`src/rtl/mux_scan_ctrl.sv`:
```
// mux_scan_ctrl
//   Drives the select lines of an 8:1 mux through all eight channels on each
//   start request. For every channel it waits SETTLE cycles and then samples
//   the mux output. The eight samples form one parallel word.
//
// Parameters:
//   SETTLE   wait cycles between a select change and its sample (1..15)
//
// Ports:
//   clk       in   rising-edge clock
//   rst_n     in   synchronous active-low reset
//   start     in   scan request, only honoured while idle
//   mux_in    in   mux output o1
//   s1,s2,s3  out  mux selects, {s1,s2,s3} = current channel index
//   data_out  out  last completed scan, bit k = channel a(k+1)
//   busy      out  high while a scan is in progress
//   done      out  one-cycle pulse when data_out updates
module mux_scan_ctrl #(
  parameter int unsigned SETTLE = 1
) (
  input  logic       clk,
  input  logic       rst_n,
  input  logic       start,
  input  logic       mux_in,
  output logic       s1,
  output logic       s2,
  output logic       s3,
  output logic [7:0] data_out,
  output logic       busy,
  output logic       done
);

  typedef enum logic [1:0] {
    IDLE,
    WAIT,
    SAMPLE
  } state_t;

  localparam logic [3:0] CNT_LAST = 4'(SETTLE - 1);

  state_t     state, state_n;
  logic [2:0] ch, ch_n;
  logic [3:0] cnt, cnt_n;
  // Channel 7 never needs storage: it goes straight into data_out.
  logic [6:0] cap, cap_n;
  logic [7:0] data_n;
  logic       busy_n;
  logic       done_n;

  always_comb begin
    state_n = state;
    ch_n    = ch;
    cnt_n   = cnt;
    cap_n   = cap;
    data_n  = data_out;
    busy_n  = busy;
    done_n  = 1'b0;

    case (state)
      IDLE: begin
        if (start) begin
          state_n = WAIT;
          ch_n    = '0;
          cnt_n   = '0;
          busy_n  = 1'b1;
        end
      end

      WAIT: begin
        cnt_n = cnt + 4'd1;
        if (cnt == CNT_LAST) begin
          state_n = SAMPLE;
        end
      end

      SAMPLE: begin
        if (ch != 3'd7) begin
          for (int unsigned i = 0; i < 7; i++) begin
            if (ch == 3'(i)) begin
              cap_n[i] = mux_in;
            end
          end
          ch_n    = ch + 3'd1;
          cnt_n   = '0;
          state_n = WAIT;
        end else begin
          data_n  = {mux_in, cap};
          done_n  = 1'b1;
          busy_n  = 1'b0;
          ch_n    = '0;
          state_n = IDLE;
        end
      end

      default: begin
        state_n = IDLE;
      end
    endcase
  end

  always_ff @(posedge clk) begin
    if (!rst_n) begin
      state    <= IDLE;
      ch       <= '0;
      cnt      <= '0;
      cap      <= '0;
      data_out <= '0;
      busy     <= 1'b0;
      done     <= 1'b0;
    end else begin
      state    <= state_n;
      ch       <= ch_n;
      cnt      <= cnt_n;
      cap      <= cap_n;
      data_out <= data_n;
      busy     <= busy_n;
      done     <= done_n;
    end
  end

  // Selects come straight from the channel register so the mux sees no glitches.
  assign {s1, s2, s3} = ch;

endmodule
```
`config.mk`:
```
export PLATFORM = sky130hd
export DESIGN_NAME = mux_scan_ctrl
export DESIGN_NICKNAME = d
export VERILOG_FILES = /design/src/rtl/mux_scan_ctrl.sv
export SDC_FILE = /design/constraint.sdc
export NUM_CORES = 1
export LEC_CHECK = 0
export BUFFER_PORTS_ARGS = -buffer_cell sky130_fd_sc_hd__buf_4
export CAP_MARGIN = 20
export CORE_AREA = 2 2 49 51
export CTS_BUF_LIST = sky130_fd_sc_hd__clkbuf_16
export DETAILED_ROUTE_END_ITERATION = 10
export DIE_AREA = 0 0 51 53
export HOLD_SLACK_MARGIN = 0.03
export MAX_ROUTING_LAYER = met4
export PLACE_DENSITY = 0.88
export SKIP_LAST_GASP = 1
export SLEW_MARGIN = 20
export SYNTH_ARGS = -nofsm -noshare
export SYNTH_HDL_FRONTEND = slang
export SYNTH_SLANG_ARGS = --single-unit
```
`constraint.sdc`:
```
create_clock -name clk -period 4.2 [get_ports clk]
set_input_delay 1.05 -clock clk [delete_from_list [all_inputs] [get_ports clk]]
set_output_delay 1.05 -clock clk [all_outputs]
set_load 0.01 [all_outputs]
```
==> flow_summary.toml <==
[status]
run_status = "finished clean"

[timing]
setup_violations = 0
setup_tns_ns = 0
clock_skew_ns = 0.003010
hold_slack_ns = 0.4671
grt_setup_unrepaired = "false"
finalCritPeriodShare_pct = 44.78
fin_crit_ns = 1.881
worstMarginPinSlew_ns = 0.5755
hold_viol = 0
fmax_ghz = 0.5317
maxSlewHeadroom_pct = 61.52
final_max_slew_viol_count = 0

[logic_synthesis]
synth_most_common_cell = "dfxtp_1"
syn-cell-area_sq_um = 1216
synthSimpleGateAreaFrac_pct = 21.09
synth-adder-area-share_pct = 8.230
ys_seq_area_share_pct = 42.80
synth_edf_count = 0
synth_top_family_by_area = "simple AND/OR/NAND/NOR gates"
synth_compound_area_share_pct = 9.671
yosys_warnings = 0
syn_area_per_cell_sq_um = 9.428
synth_mux_area_share_pct = 12.35
synth_top_cell_area_share_pct = 42.80
synth.top_cells.by_count = "26 x dfxtp_1, 15 x mux2i_1, 13 x nand2_1"
netlist-cell-type-count = 33
synth_ff_type = "dfxtp_1"
syn-num-nets = 141
synth_seq_cells = 26
syn_inst = 129
synth-async-reset-ratio_pct = 0
synth_area_leaders = "dfxtp_1 43%, mux2i_1 12%, ha_1 8.2%"
synth_xor_xnor_area_share_pct = 0.7202
synth_top_cell_by_area = "dfxtp_1"

[final_layout]
drive_gt1_share_pct = 16.08
fin_area_sq_um = 1440
nets = 156
diodes = 0
areaGrowthSynthToFinish_pct = 18.42

[route]
ant_nets = 0
num_vias = 932
drc_errors = 0
routed_wl_um = 2220
drt_pass1_iterations = 4
drt_iter0_drc = 17
vias_per_cell = 5.450
wl_per_cell_um = 12.98

[clocking]
clk_latency_ns = 0.25
cts.htree.levels = 1
cts-buffers-inserted = 3
cts_tree = "built"
clk_pin_slew_worst_paths_ns = 0.06
clockBufferDepth = 2
post-cts-setup-buffer-count = 0
postCtsResizedCells = 0
cts_hold_buf = 0
clock-sinks = 26
clockRootBuffer = "clkbuf_16"

[min_path]
hold_path.startpoint = "cap[2]"
min_path_cells = 2
min_to = "cap[2]"
hold_path.class = "register to register"

[die]
io_pins = 17
coreArea_sq_um = 2148
core.rowCount = 17
dieHeight_um = 53
dieArea_sq_um = 2703
die_x_um = 51
start_util_pct = 56.61

[placed_design]
hpwlAfterDp_um = 1559
place.gp.congestion = 0.7294
placed_cell_area_sq_um = 1335
port_buffers = 16

[global_route]
gr-total-overflow = 0
grt_pass1_wl_um = 3684
grt_max_degree = 20
track_usage_pct = 18.43
grt_antenna_before_repair = 0
grt_pass1_vias = 823

[power]
ir_drop_mv = 0.2111
power_density_nw_per_um2 = 391.2
p_leak_nw = 0.6937

[setup_path]
crit_path_top_delay_cell = "dfxtp_1"
crit_chain = "buf_4"
r2r_start = "ch[0]"
crit_arrival_ns = 0.83
path_max_fanout = 6
reg2reg_slack_ns = 2.43
cp_slowest_stage_delay_ns = 0.42
r2r-end = "data_out[4]"
path_class = "register to primary output"
crit_family = "flip-flops"
critPathRequiredTime_ns = 3.15
cp_num_buf_inv = 1
cp-start-kind = "register"
rr_worst_depth = 5
critPathCaptureType = "primary output"

[job]
maxCapViolations = 0
[area by class of cell]
type                    count  area, sq um
fillers                   171        708.2
multi-input cells          90        633.1
flip-flops and latches     26        520.5
repair buffers             16        120.1
clock buffers               3        75.07
well taps                  28        35.03
clock inverters             1        30.03
inverters                   7        26.28
[registers in the layout, summed over array words and instances (netlist names)]
register / flops
cap: 7
busy: 1
ch: 3
state: 2
cnt: 4
data_out: 8
done: 1
[worst max-delay path by stage]
stage               start          end  slack (ns)  cells past startpoint
floorplan           rst_n       cnt[3]        2.47                      4
global placement    rst_n       cnt[3]        2.14                      4
detailed placement  rst_n       cnt[3]        2.10                      4
CTS                 ch[2]           s1        2.32                      1
global route        ch[1]  data_out[2]        2.22                      5
finish              ch[2]           s1        2.32                      1
[through the flow]
stage / worst slack, ns / power (mW) / std cells / util [%]
floorplan: 2.465 / 0.2891 / 129 / -
global placement: 2.145 / 0.2954 / 167 / 62.14
detailed placement: 2.105 / 0.2970 / 167 / 62.14
CTS: 2.317 / 0.5658 / 171 / 67.04
global route: 2.221 / 0.5783 / 171 / 67.04
finish: 2.319 / 0.5634 / 171 / 67.04
[layout by cell type, fill, tap and decap left out, drive strengths merged, types with 2 or more instances in the layout]
| master | n |
|---|---|
| dfxtp | 26 |
| buf | 16 |
| mux2i | 15 |
| nand2 | 13 |
| nor2 | 12 |
| ha | 8 |
| a21oi | 8 |
| inv | 7 |
| o21ai | 5 |
| nand3b | 3 |
| nor3b | 3 |
| clkbuf | 3 |
| a211o | 2 |
| and3 | 2 |
| nand3 | 2 |
| o21a | 2 |
| nand2b | 2 |
| or3 | 2 |
[cell families after synthesis]
logic type                 Yosys count
adders and majority gates            8
AOI/OAI and AO/OA                   19
and+or+nand+nor                     47
muxes                               15
xor gates and xnor gates             1
buffers and inverters               13
DFF                                 26
[where the power goes]
part	internal (mW)	switching (mW)	total, mW
registers	0.251	0.00869	0.260
logic	0.0163	0.0164	0.0326
clock network	0.189	0.0818	0.271
total	0.457	0.107	0.563
[per-layer routing]
layer	up-vias	track usage [%]	share of wire [%]
met4	0	7.658	1.1
met5	-	-	0
met2	25	29.65	46
li1	466	-	-
met1	437	23.77	48
met3	4	1.977	5.0
(Power assumes the default switching activity.)
